<file path="src/rtl/div_iter_unit.sv">
`default_nettype none
// ============================================================================
// Module   : div_iter_unit
// Function : Iterative radix-2 restoring divider for MIPS DIV/DIVU in EX.
// Revision : 1.0 - initial release
// ============================================================================
module div_iter_unit #(
  parameter int WIDTH = 32,
  parameter int CNT_W = 6
) (
  input  logic             clk,
  input  logic             rst,
  input  logic             flush_exceptionM,
  input  logic             pipe_stall,
  input  logic             div_en,
  input  logic             div_signed,
  input  logic [WIDTH-1:0] src_a,
  input  logic [WIDTH-1:0] src_b,
  output logic             div_stall,
  output logic             div_valid,
  output logic [WIDTH-1:0] quotient,
  output logic [WIDTH-1:0] remainder
);

  typedef enum logic [1:0] {
    S_IDLE = 2'd0,
    S_BUSY = 2'd1,
    S_DONE = 2'd2
  } state_t;

  localparam logic [CNT_W-1:0] c_last_iter = CNT_W'(WIDTH - 1);
  localparam logic [CNT_W-1:0] c_cnt_one   = CNT_W'(1);

  state_t           r_state;
  logic [CNT_W-1:0] r_cnt;
  logic [WIDTH-1:0] r_dvd;
  logic [WIDTH-1:0] r_dvs;
  logic [WIDTH-1:0] r_rem;
  logic             r_sign_q;
  logic             r_sign_r;
  logic [WIDTH-1:0] r_quotient;
  logic [WIDTH-1:0] r_remainder;
  logic             r_valid;

  logic             w_neg_a;
  logic             w_neg_b;
  logic [WIDTH-1:0] w_abs_a;
  logic [WIDTH-1:0] w_abs_b;
  logic [WIDTH:0]   w_shift;
  logic [WIDTH:0]   w_trial;
  logic             w_qbit;
  logic [WIDTH-1:0] w_rem_next;
  logic [WIDTH-1:0] w_q_next;

  assign w_neg_a = div_signed & src_a[WIDTH-1];
  assign w_neg_b = div_signed & src_b[WIDTH-1];
  assign w_abs_a = w_neg_a ? -src_a : src_a;
  assign w_abs_b = w_neg_b ? -src_b : src_b;

  // The quotient bits are shifted into the low end of the dividend register.
  assign w_shift    = {r_rem, r_dvd[WIDTH-1]};
  assign w_trial    = w_shift - {1'b0, r_dvs};
  assign w_qbit     = ~w_trial[WIDTH];
  assign w_rem_next = w_qbit ? w_trial[WIDTH-1:0] : w_shift[WIDTH-1:0];
  assign w_q_next   = {r_dvd[WIDTH-2:0], w_qbit};

  always_ff @(posedge clk) begin
    if (rst) begin
      r_state     <= S_IDLE;
      r_cnt       <= '0;
      r_dvd       <= '0;
      r_dvs       <= '0;
      r_rem       <= '0;
      r_sign_q    <= 1'b0;
      r_sign_r    <= 1'b0;
      r_quotient  <= '0;
      r_remainder <= '0;
      r_valid     <= 1'b0;
    end else if (flush_exceptionM) begin
      r_state <= S_IDLE;
      r_valid <= 1'b0;
    end else begin
      case (r_state)
        S_IDLE: begin
          if (div_en) begin
            r_dvd    <= w_abs_a;
            r_dvs    <= w_abs_b;
            r_sign_q <= w_neg_a ^ w_neg_b;
            r_sign_r <= w_neg_a;
            r_rem    <= '0;
            r_cnt    <= '0;
            r_state  <= S_BUSY;
          end
        end
        S_BUSY: begin
          if (!div_en) begin
            r_state <= S_IDLE;
          end else begin
            r_rem <= w_rem_next;
            r_dvd <= w_q_next;
            r_cnt <= r_cnt + c_cnt_one;
            // Final iteration: sign-correct straight from the last step.
            if (r_cnt == c_last_iter) begin
              r_quotient  <= r_sign_q ? -w_q_next : w_q_next;
              r_remainder <= r_sign_r ? -w_rem_next : w_rem_next;
              r_valid     <= 1'b1;
              r_state     <= S_DONE;
            end
          end
        end
        S_DONE: begin
          if (!pipe_stall) begin
            r_valid <= 1'b0;
            r_state <= S_IDLE;
          end
        end
        default: begin
          r_valid <= 1'b0;
          r_state <= S_IDLE;
        end
      endcase
    end
  end

  assign div_stall = div_en & (r_state != S_DONE) & ~flush_exceptionM;
  assign div_valid = r_valid;
  assign quotient  = r_quotient;
  assign remainder = r_remainder;

endmodule
`default_nettype wire

</file>
<file path="config.mk">
export PLATFORM = sky130hd
export DESIGN_NAME = div_iter_unit
export DESIGN_NICKNAME = d
export VERILOG_FILES = /design/src/rtl/div_iter_unit.sv
export SDC_FILE = /design/constraint.sdc
export NUM_CORES = 1
export LEC_CHECK = 0
export ABC_AREA = 1
export CAP_MARGIN = 10
export CORE_MARGIN = 2
export CORE_UTILIZATION = 58
export CTS_CLUSTER_SIZE = 24
export DETAILED_ROUTE_END_ITERATION = 6
export GPL_TIMING_DRIVEN = 0
export PLACE_DENSITY = 0.79
export SLEW_MARGIN = 5
export SYNTH_ARGS = -nofsm -noshare
export SYNTH_HDL_FRONTEND = slang
export SYNTH_SLANG_ARGS = --single-unit
</file>
<file path="constraint.sdc">
create_clock -name clk -period 4.67 [get_ports clk]
set_clock_uncertainty 0.2 [all_clocks]
set_input_delay 0.934 -clock clk [delete_from_list [all_inputs] [get_ports clk]]
set_output_delay 0.934 -clock clk [all_outputs]
set_load 0.02 [all_outputs]
</file>
==> impl.org <==
** Status
- The run finished with clean final reports.

** Synth
- Seq cells post-synth :: 171
- Synthesized area per cell :: 6.00 µm²
- In the synthesized netlist the dominant register cell turns out to be sky130_fd_sc_hd__dfxtp_1.
- Count of cell types in the netlist :: 48
- Share of the yosys chip area belonging to registers :: 0.264
- Dominant cell by count in the synthesized netlist :: sky130_fd_sc_hd__nand2_1
- Top-area cell type share of the netlist area :: 0.264
- Ys Warns :: 0
- List of most frequent post-synthesis cells :: sky130_fd_sc_hd__nand2_1 (629), sky130_fd_sc_hd__inv_1 (310), sky130_fd_sc_hd__nor2_1 (221)
- Synthesis produced a netlist with a net count of 2270.
- sky130_fd_sc_hd__dfxtp_1 takes more of the synthesized area than any other cell.
- For this run, asynchronously set or reset flops after synthesis account for 0.
- Most area-consuming cells after synthesis :: sky130_fd_sc_hd__dfxtp_1 (26%), sky130_fd_sc_hd__nand2_1 (18%), sky130_fd_sc_hd__inv_1 (9.0%)
- EDFF count, synth :: 0
- In this run the cell area of the synthesized design comes to 13000 µm².
- Count of mapped cells out of synthesis :: 2162

** Run
- Maximum capacitance violations :: 0

** Pwr
- Maximum VDD drop :: 0.249 mV
- Leakage component of the power :: 7.53 nW
- For this design the ratio of total power to cell area is 256 nW/µm².
- Post-layout total power :: 3.93 mW

** Clocking
- Clock-pin slew was measured on the worst setup and hold paths at 0.07 ns.
- CTS Hold Buffers Added :: 0
- In this run the clock root is driven by a sky130_fd_sc_hd__clkbuf_16.
- Clock tree from TritonCTS :: yes
- Clock latency on the worst-skew pair, taken at its later pin, is 0.44 ns.
- The clock tree synthesis step divided the H-tree into 4 levels.
- Number of CTS-inserted buffers :: 17
- Counting every sink on the clock net gives 171.
- In this run the deepest clock path goes through 2 buffers.

** Worst setup path
- Max stage delay on crit path :: 0.38 ns
- Most prevalent standard cell on the critical path :: sky130_fd_sc_hd__nand2_4
- Maximum fanout encountered on the critical timing path :: 10
- Tracing the worst setup path back leads to its startpoint at r_dvd[31]$_SDFFE_PP0P_.
- STA puts the critical path data required time at 4.82 ns.
- Data on the critical path arrives at its endpoint at 4.57 ns.
- Worst setup slack for register-to-register paths :: 0.25 ns
- For the worst flop-to-flop path, the logic depth is 28.
- WS Path Type :: reg2reg
- Launching point of the worst reg2reg path :: r_dvd[31]$_SDFFE_PP0P_
- STA classifies the critical path startpoint as a flop.
- Kind of end point of the critical path :: flop
- Critical Path Slowest Stage Cell :: sky130_fd_sc_hd__fa_2

** Global route
- Number of global-route vias before repair :: 14100
- After global routing the overflow that remains totals 0.
- The first global-routing pass estimated 72500 µm of wire.
- Pin count of the biggest net entering global routing :: 20
- Number of antenna violations at the first check in global routing :: 0
- For this run, the total global-route usage over all layers was measured as 0.386.

** STA
- Hold timing on the final database bottoms out at a slack of 0.286 ns.
- For this run, the top clock speed supported by timing is 0.226 GHz.
- At the pin with the least slew margin, the transition time is 0.873 ns.
- Tcrit/Tclk final :: 0.947
- Relative slew slack :: 0.416
- Endpoints failing setup :: 0
- The clock period could shrink to 4.42 ns.
- Final hold vios :: 0
- Setup repair after global routing left no endpoint under its margin.
- The final number of max-transition violations is 0.

** Drt
- First-pass DRT Iterations :: 6
- In this run the remaining antenna-violating nets after routing total 0.
- # DRC :: 0
- DR iter-0 viols :: 1542
- Vias after detailed routing :: 15000
- Routed wire length per instance :: 17.8 µm
- Dividing the detail-routed via count by the number of cells gives 5.75.
- Aggregate routed wire length :: 46600 µm

** Placed design
- The congestion estimate from routability-driven global placement came to 0.991.
- Detail Placement HPWL :: 36900 µm
- Port buffering added 134 buffers.

** Worst hold path
- Path category of the worst min-delay check :: reg2reg
- The worst hold path was traced through 2 stages.
- Startpoint of the tightest hold check path :: div_valid$_SDFFE_PP0P_

** Cells and area
- For this run, the post-layout net count is 2432.
- Post-Route Utilization :: 0.702
- Synthesis-to-finish area growth :: 18.3%
- Total of fill cells in the finished design :: 2013
- ANT cells :: 0
- Layout cell share with drive strength beyond 1 :: 0.0573

** Floorplanning
- 136 I/O pins were placed.
- Area of the core region :: 21900 µm²
- The die covers 23600 µm².
- From left edge to right edge, the die measures 154 µm.
- Starting density of the core :: 0.593
- Standard-cell rows :: 54
- In this run the vertical extent of the chip is 154 µm.
-- critical path, delay by kind of cell, from the launching register on --
kind | cells | cell delay (ns)
simple gates | 16 | 1.98
buf+inv | 4 | 0.33
xor+xnor | 1 | 0.19
fa+ha+maj | 3 | 0.78
flops | 1 | 0.35
compound gates | 4 | 0.52
-- per-stage QoR --
stage          TNS, ns  instance area [µm²]  worst slack, ns  std cells
2_1_floorplan        0                13000            0.451       2162
5_1_grt              0                15400          0.00297       2617
3_3_place_gp    -0.537                14700           -0.338       2576
4_1_cts              0                15300          0.00632       2608
6_report             0                15400            0.248       2617
3_5_place_dp    -0.757                14700           -0.421       2576
-- cell type report --
cell class              count  area [µm²]  area share
clock buffers              20         437      0.0284
inverters                 318        1190      0.0777
well taps                 280         350      0.0228
flip-flops and latches    171        3420       0.223
multi-input cells        1599        8070       0.525
clock inverters            12         129     0.00839
repair buffers            144        1420      0.0922
plain buffers              73         340      0.0222
-- metal layers --
| metal | routed length (µm) | global-route usage | up-vias |
|---|---|---|---|
| met5 | 0 | 0 | - |
| met4 | 2330 | 0.181 | 0 |
| met3 | 4090 | 0.0679 | 155 |
| met2 | 21300 | 0.640 | 770 |
| met1 | 18800 | 0.490 | 6864 |
| li1 | - | - | 7256 |
-- final timing paths --
path | end
setup / recovery | quotient[30]$_SDFFE_PP0P_
hold / removal | div_valid$_SDFFE_PP0P_
setup reg to reg | quotient[30]$_SDFFE_PP0P_
hold reg to reg | div_valid$_SDFFE_PP0P_
-- state kept, by name, summed over array words and instances (netlist names) --
signal and count:
r_sign_q 1, r_cnt 6, r_rem 32, div_valid 1
quotient 32, r_dvs 32, r_state 2, r_dvd 32
r_sign_r 1, remainder 32
-- layout by cell type (no fill, tap or decap), drive strengths merged, types with 12 or more instances in the layout --
cell type / synthesis / final
nor2: 235 / 235
nand3: 117 / 117
o21ai: 125 / 125
o211ai: 37 / 37
xnor2: 29 / 29
clkdlybuf4s50: 0 / 134
a21oi: 169 / 169
clkbuf: 53 / 73
ha: 37 / 37
o221ai: 12 / 12
nor4: 12 / 12
nand2: 666 / 666
inv: 314 / 320
nand4: 29 / 29
xor2: 50 / 50
buf: 21 / 30
dfxtp: 171 / 171
nor3: 33 / 33
-- cells by family after synthesis --
kind of cell,count (synthesis),share of synthesized area
xor+xnor,79,0.0533
fa+ha+maj,38,0.0372
simple gates,1110,0.367
buf+inv,392,0.118
flops,171,0.264
compound gates,372,0.161
-- report_power, final --
part / switching [mW] / leakage [nW] / internal, mW
clock: 0.659 / 0.264 / 0.751
sequential: 0.0390 / 1.39 / 1.49
combinational: 0.650 / 5.88 / 0.333
total: 1.35 / 7.53 / 2.58
-- repair_timing --
action                     CTS  global route
pin swaps                    1             7
setup endpoints to repair    5             6
resized for setup            4            14
setup buffers                1             9
(Power assumes the default switching activity.)
